[src/rtl/bsg_wormhole_router_input_route_hold.sv]
// Wormhole router input-side route holder.
// Decodes the length of the header flit at the input FIFO head, requests the
// decoded output port for the header, and keeps requesting that same port for
// every body flit until the tail is consumed. The output arbiters use
// release_o to learn when the held port may be re-arbitrated.
module bsg_wormhole_router_input_route_hold #(
    parameter int flit_width_p = 16,
    parameter int cord_width_p = 5,
    parameter int len_width_p  = 4,
    parameter int dims_p       = 2,
    localparam int dirs_lp     = 2*dims_p+1
) (
    input  logic                    clk_i,
    input  logic                    reset_i,
    input  logic                    fifo_v_i,
    input  logic [flit_width_p-1:0] fifo_data_i,
    input  logic [dirs_lp-1:0]      decoded_dir_i,
    input  logic                    yumi_i,
    output logic [dirs_lp-1:0]      reqs_o,
    output logic                    release_o,
    output logic                    detected_header_o
);

    typedef enum logic {
        HEADER = 1'b0,
        BODY   = 1'b1
    } state_e;

    state_e                 r_state;
    logic [len_width_p-1:0] r_count;
    logic [dirs_lp-1:0]     r_held_dir;

    logic [len_width_p-1:0] w_len;
    logic                   w_len_zero;
    logic                   w_last_body;
    logic                   w_unused_data;

    // Only the length field matters here; the coordinate was already decoded
    // upstream into decoded_dir_i, and the payload bits are don't-care.
    assign w_len         = fifo_data_i[cord_width_p+len_width_p-1:cord_width_p];
    assign w_len_zero    = (w_len == '0);
    assign w_last_body   = (r_count == len_width_p'(1));
    assign w_unused_data = ^fifo_data_i;

    // Request/release/header-detect outputs, zero-latency from the FIFO head.
    always_comb begin
        // NOTE: every output gets a default first so no path through the
        // branches below can leave one unassigned and infer a latch.
        reqs_o            = '0;
        release_o         = 1'b0;
        detected_header_o = 1'b0;
        if (!reset_i && fifo_v_i) begin
            if (r_state == HEADER) begin
                reqs_o            = decoded_dir_i;
                detected_header_o = 1'b1;
                release_o         = yumi_i && w_len_zero;
            end else begin
                // Body flits carry no coordinate; decoded_dir_i is garbage here.
                reqs_o    = r_held_dir;
                release_o = yumi_i && w_last_body;
            end
        end
    end

    // Packet tracking: latch route and length on header, count down bodies.
    always_ff @(posedge clk_i) begin
        // NOTE: state registers use non-blocking assignment so every register
        // samples the pre-edge values regardless of statement order.
        if (reset_i) begin
            r_state    <= HEADER;
            r_count    <= '0;
            r_held_dir <= '0;
        end else if (yumi_i) begin
            if (r_state == HEADER) begin
                r_held_dir <= decoded_dir_i;
                r_count    <= w_len;
                // Zero-length packets are a single flit and never leave HEADER.
                if (!w_len_zero) begin
                    r_state <= BODY;
                end
            end else begin
                r_count <= r_count - len_width_p'(1);
                if (w_last_body) begin
                    r_state <= HEADER;
                end
            end
        end
    end

    // Consuming a flit that is not present is a protocol error upstream.
    a_yumi_needs_valid: assert property (
        @(posedge clk_i) disable iff (reset_i) !(yumi_i && !fifo_v_i)
    ) else $error("yumi_i asserted while fifo_v_i is low");

    // A valid header must map to exactly one output port.
    a_header_dir_onehot: assert property (
        @(posedge clk_i) disable iff (reset_i)
        (fifo_v_i && r_state == HEADER) |-> $onehot(decoded_dir_i)
    ) else $error("decoded_dir_i not one-hot on a valid header");

    // Requests must never target more than one output port.
    a_reqs_onehot0: assert property (
        @(posedge clk_i) $onehot0(reqs_o)
    ) else $error("reqs_o not one-hot or zero");

endmodule

[config.mk]
export PLATFORM = sky130hd
export DESIGN_NAME = bsg_wormhole_router_input_route_hold
export DESIGN_NICKNAME = d
export VERILOG_FILES = /design/src/rtl/bsg_wormhole_router_input_route_hold.sv
export SDC_FILE = /design/constraint.sdc
export NUM_CORES = 1
export LEC_CHECK = 0
export ABC_AREA = 0
export BUFFER_PORTS_ARGS = -buffer_cell sky130_fd_sc_hd__buf_2
export CORE_MARGIN = 5
export CORE_UTILIZATION = 40
export CTS_CLUSTER_SIZE = 25
export DETAILED_ROUTE_END_ITERATION = 7
export PLACE_DENSITY = 0.8
export SYNTH_ARGS = -nofsm -noshare
export SYNTH_HDL_FRONTEND = slang
export SYNTH_SLANG_ARGS = --single-unit
[constraint.sdc]
create_clock -name clk_i -period 1.35 [get_ports clk_i]
set_clock_uncertainty 0.15 [all_clocks]
set_input_delay 0.2025 -clock clk_i [delete_from_list [all_inputs] [get_ports clk_i]]
set_output_delay 0.2025 -clock clk_i [all_outputs]
set_load 0.02 [all_outputs]
==> impl_metrics.tcl <==
set metrics [dict create \
    run_status "finished, violations left" \
    violations "negative setup slack" \
    routed_wl_mm 1.58 \
    synth_xor_area_share_pct 0 \
    yosys_register_bits 10 \
    dpl_cell_area_sq_um 786 \
    slew_viol_final 0 \
    max_slew_margin_pct 79.4 \
    port_buffers 19 \
    wl_cell_microns 13.7 \
    drt-vias-per-instance 5.06 \
    io_pins 32 \
    static-leakage-power_nw 0.426 \
    cts.root.buffer_cell "clkbuf_4" \
    cts.reportedPaths.clkPinSlew_ns 0.07 \
    final_cell_area_sq_um 910 \
    yosys.area_share.simple_pct 25.6 \
    criticalPathCategory "flop to output port" \
    layout-drive-gt1-share_pct 46.0 \
    multi_input_comb_area_sq_um 404 \
    number_of_standard_cells_after_synthesis 70 \
    layout_common_cells "15 x nor2_1, 15 x buf_2, 12 x mux2i_1" \
    cts_max_level 1 \
    postLayoutSetupSlackWorst_ns -0.391 \
    yosysUniqueCellTypes 22 \
    yosys.area_share.adder_pct 4.02 \
    cp-end-kind "output port" \
    post-route-drc-count 0 \
    synth-compound-area-share_pct 9.86 \
    fillers 116 \
    post-dp-hpwl_mm 1.16 \
    synth_mux_area_share_pct 19.3 \
    number_of_antenna_repair_diodes 0 \
    initial_antenna_violation_count 0 \
    worst-slew-pin-transition_ns 0.309 \
    grtUsageTotal_pct 14.6 \
    postRouteAntennaNets 0 \
    crit_path_max_fanout 2 \
    initial_core_util_pct 41.8 \
    fin_total_pwr_mw 0.849 \
    cts_tree "built" \
    cts_num_sinks 10 \
    timing.critical_path.slowest_stage_cell "dfxtp_2" \
    achievable_freq_ghz 0.574 \
    overflow 0 \
    num_rows 14 \
    fp.dieH_microns 49.4 \
    power.density_nw_per_um2 934 \
    grt_pass1_wl_mm 2.76 \
    cts.hold.buffers_added 0 \
    crit_required_ns 1.00 \
    regArea_sq_um 206 \
    max_cap_violations 0 \
    syn-cell-area_sq_um 622 \
    die_width_microns 49.4 \
    timing.final.hold_violations 0 \
    setup-tns-final_ns -1.48 \
    critical_path.max_stage_delay_ns 0.32 \
    max-vdd-ir-drop_mv 0.720 \
    gp_congestion 0.748 \
    period_share_pct 129 \
    clk_latency_ns 0.28 \
    unrepaired_setup_endpoints_after_global_routing "true" \
    core_region_area_sq_um 1490 \
    detail_route.first_pass.iterations 2 \
    setup.worst_path.start_class "flop" \
    number_of_warnings_printed_during_yosys_synthesis 0 \
    grt_max_degree 11 \
    drc_violation_total_after_the_first_tritonroute_iteration 2 \
    critical_path.cell_chain "inv_2 > ha_1 > and4bb_2 > o22ai_4 > nor3_4 > buf_6" \
    floorplan.die_area_sq_um 2440 \
    tritoncts.num_buffers 3 \
    final_net_count 128 \
    synth_nets 97 \
    area_growth_pct 46.3 \
    clock_path_buffers 2 \
    syn-mean-instance-area_sq_um 8.88 \
    layout_min_cycle_time_ns 1.74 \
    routed-via-count 587 \
    worst_hold_class "primary input to flop" \
    largest_family_of_logic_cells_by_synthesized_area "simple AND/OR/NAND/NOR gates" \
    synth-seq-area-share_pct 32.2 \
    cp_data_arrival_time_ns 1.39 \
    final-setup-viol-count 8 \
    layout.core_utilization_pct 61.1 \
    via_count_of_the_first_global_routing_pass 630 \
]
-- report_power, final --
part | internal (mW) | switching [mW]
Clock | 0.164 | 0.113
Combinational | 0.125 | 0.115
Sequential | 0.318 | 0.0146
-- per-layer routing --
| layer | track usage, % | part of all wire (%) | up-vias |
|---|---|---|---|
| met4 | 6.99 | 1.7 | 0 |
| met3 | 5.50 | 2.7 | 5 |
| met2 | 26.0 | 54 | 7 |
| li1 | - | - | 300 |
| met1 | 14.7 | 41 | 275 |
| met5 | 0 | 0 | - |
-- critical path: cells and delay by family (launching register included) --
kind	cells	cell delay [ns]
adder cells (fa/ha/maj)	1	0.12
buffers and inverters	2	0.19
AND/OR/NAND/NOR	2	0.38
flip-flops	1	0.32
AO/OA/AOI/OAI	1	0.08
-- stage by stage --
stage          cells  hold slack [ns]  setup WS [ns]
2_1_floorplan     70            0.200        -0.0136
3_3_place_gp     110            0.300         -0.157
3_5_place_dp     110            0.316         -0.162
4_1_cts          116           0.0190         -0.411
5_1_grt          116           0.0325         -0.473
6_report         116           0.0240         -0.391
-- registers in the layout (all words and copies together), names as in the netlist --
| signal | flops |
|---|---|
| r_count | 4 |
| r_state | 1 |
| r_held_dir | 5 |
-- cells in the mapped netlist (all sizes together) --
library cell	number	area [sq um]
nand3b	1	7.51
o21ai	2	10.0
ha	2	25.0
nor4	1	21.3
mux2i	12	120
clkbuf	1	3.75
a211oi	2	15.0
and3b	2	17.5
nor3	2	10.0
o22ai	1	12.5
and4bb	1	12.5
nand4b	1	8.76
nor2	15	56.3
buf	4	33.8
dfxtp	10	200
nor2b	3	18.8
inv	5	18.8
o21a	1	7.51
a21oi	2	10.0
a31oi	1	6.26
nand2b	1	6.26
-- worst paths after layout --
check,from,to,slack [ns],depth (start not counted)
worst max-delay path,r_count[1],release_o,-0.39,6
worst min-delay path,decoded_dir_i[0],r_held_dir[0],0.02,3
worst max register to register,r_state,r_held_dir[4],-0.01,6
worst min register to register,r_held_dir[2],r_held_dir[2],0.35,2
-- timing repair --
item,4_1_cts,5_1_grt
buffers inserted,2,0
gates cloned,0,0
setup endpoints to repair,12,14
resized for setup,14,11
pin swaps,3,3
endpoints found under the hold margin,0,0
-- cell type report --
class,count,share of cell area (%)
tap,16,2.20
timing repair buffer,31,24.3
inverter,5,2.34
multi-input combinational,50,44.4
sequential,10,22.7
clock buffer,4,3.99
-- kinds of logic (layout without fill, tap and decap cells) --
kind of cell / Yosys count / in the layout
simple gates: 27 / 27
mux: 12 / 12
flops: 10 / 10
buf+inv: 10 / 40
compound gates: 9 / 9
fa+ha+maj: 2 / 2
Note: power is estimated with default switching activity, not from simulation.
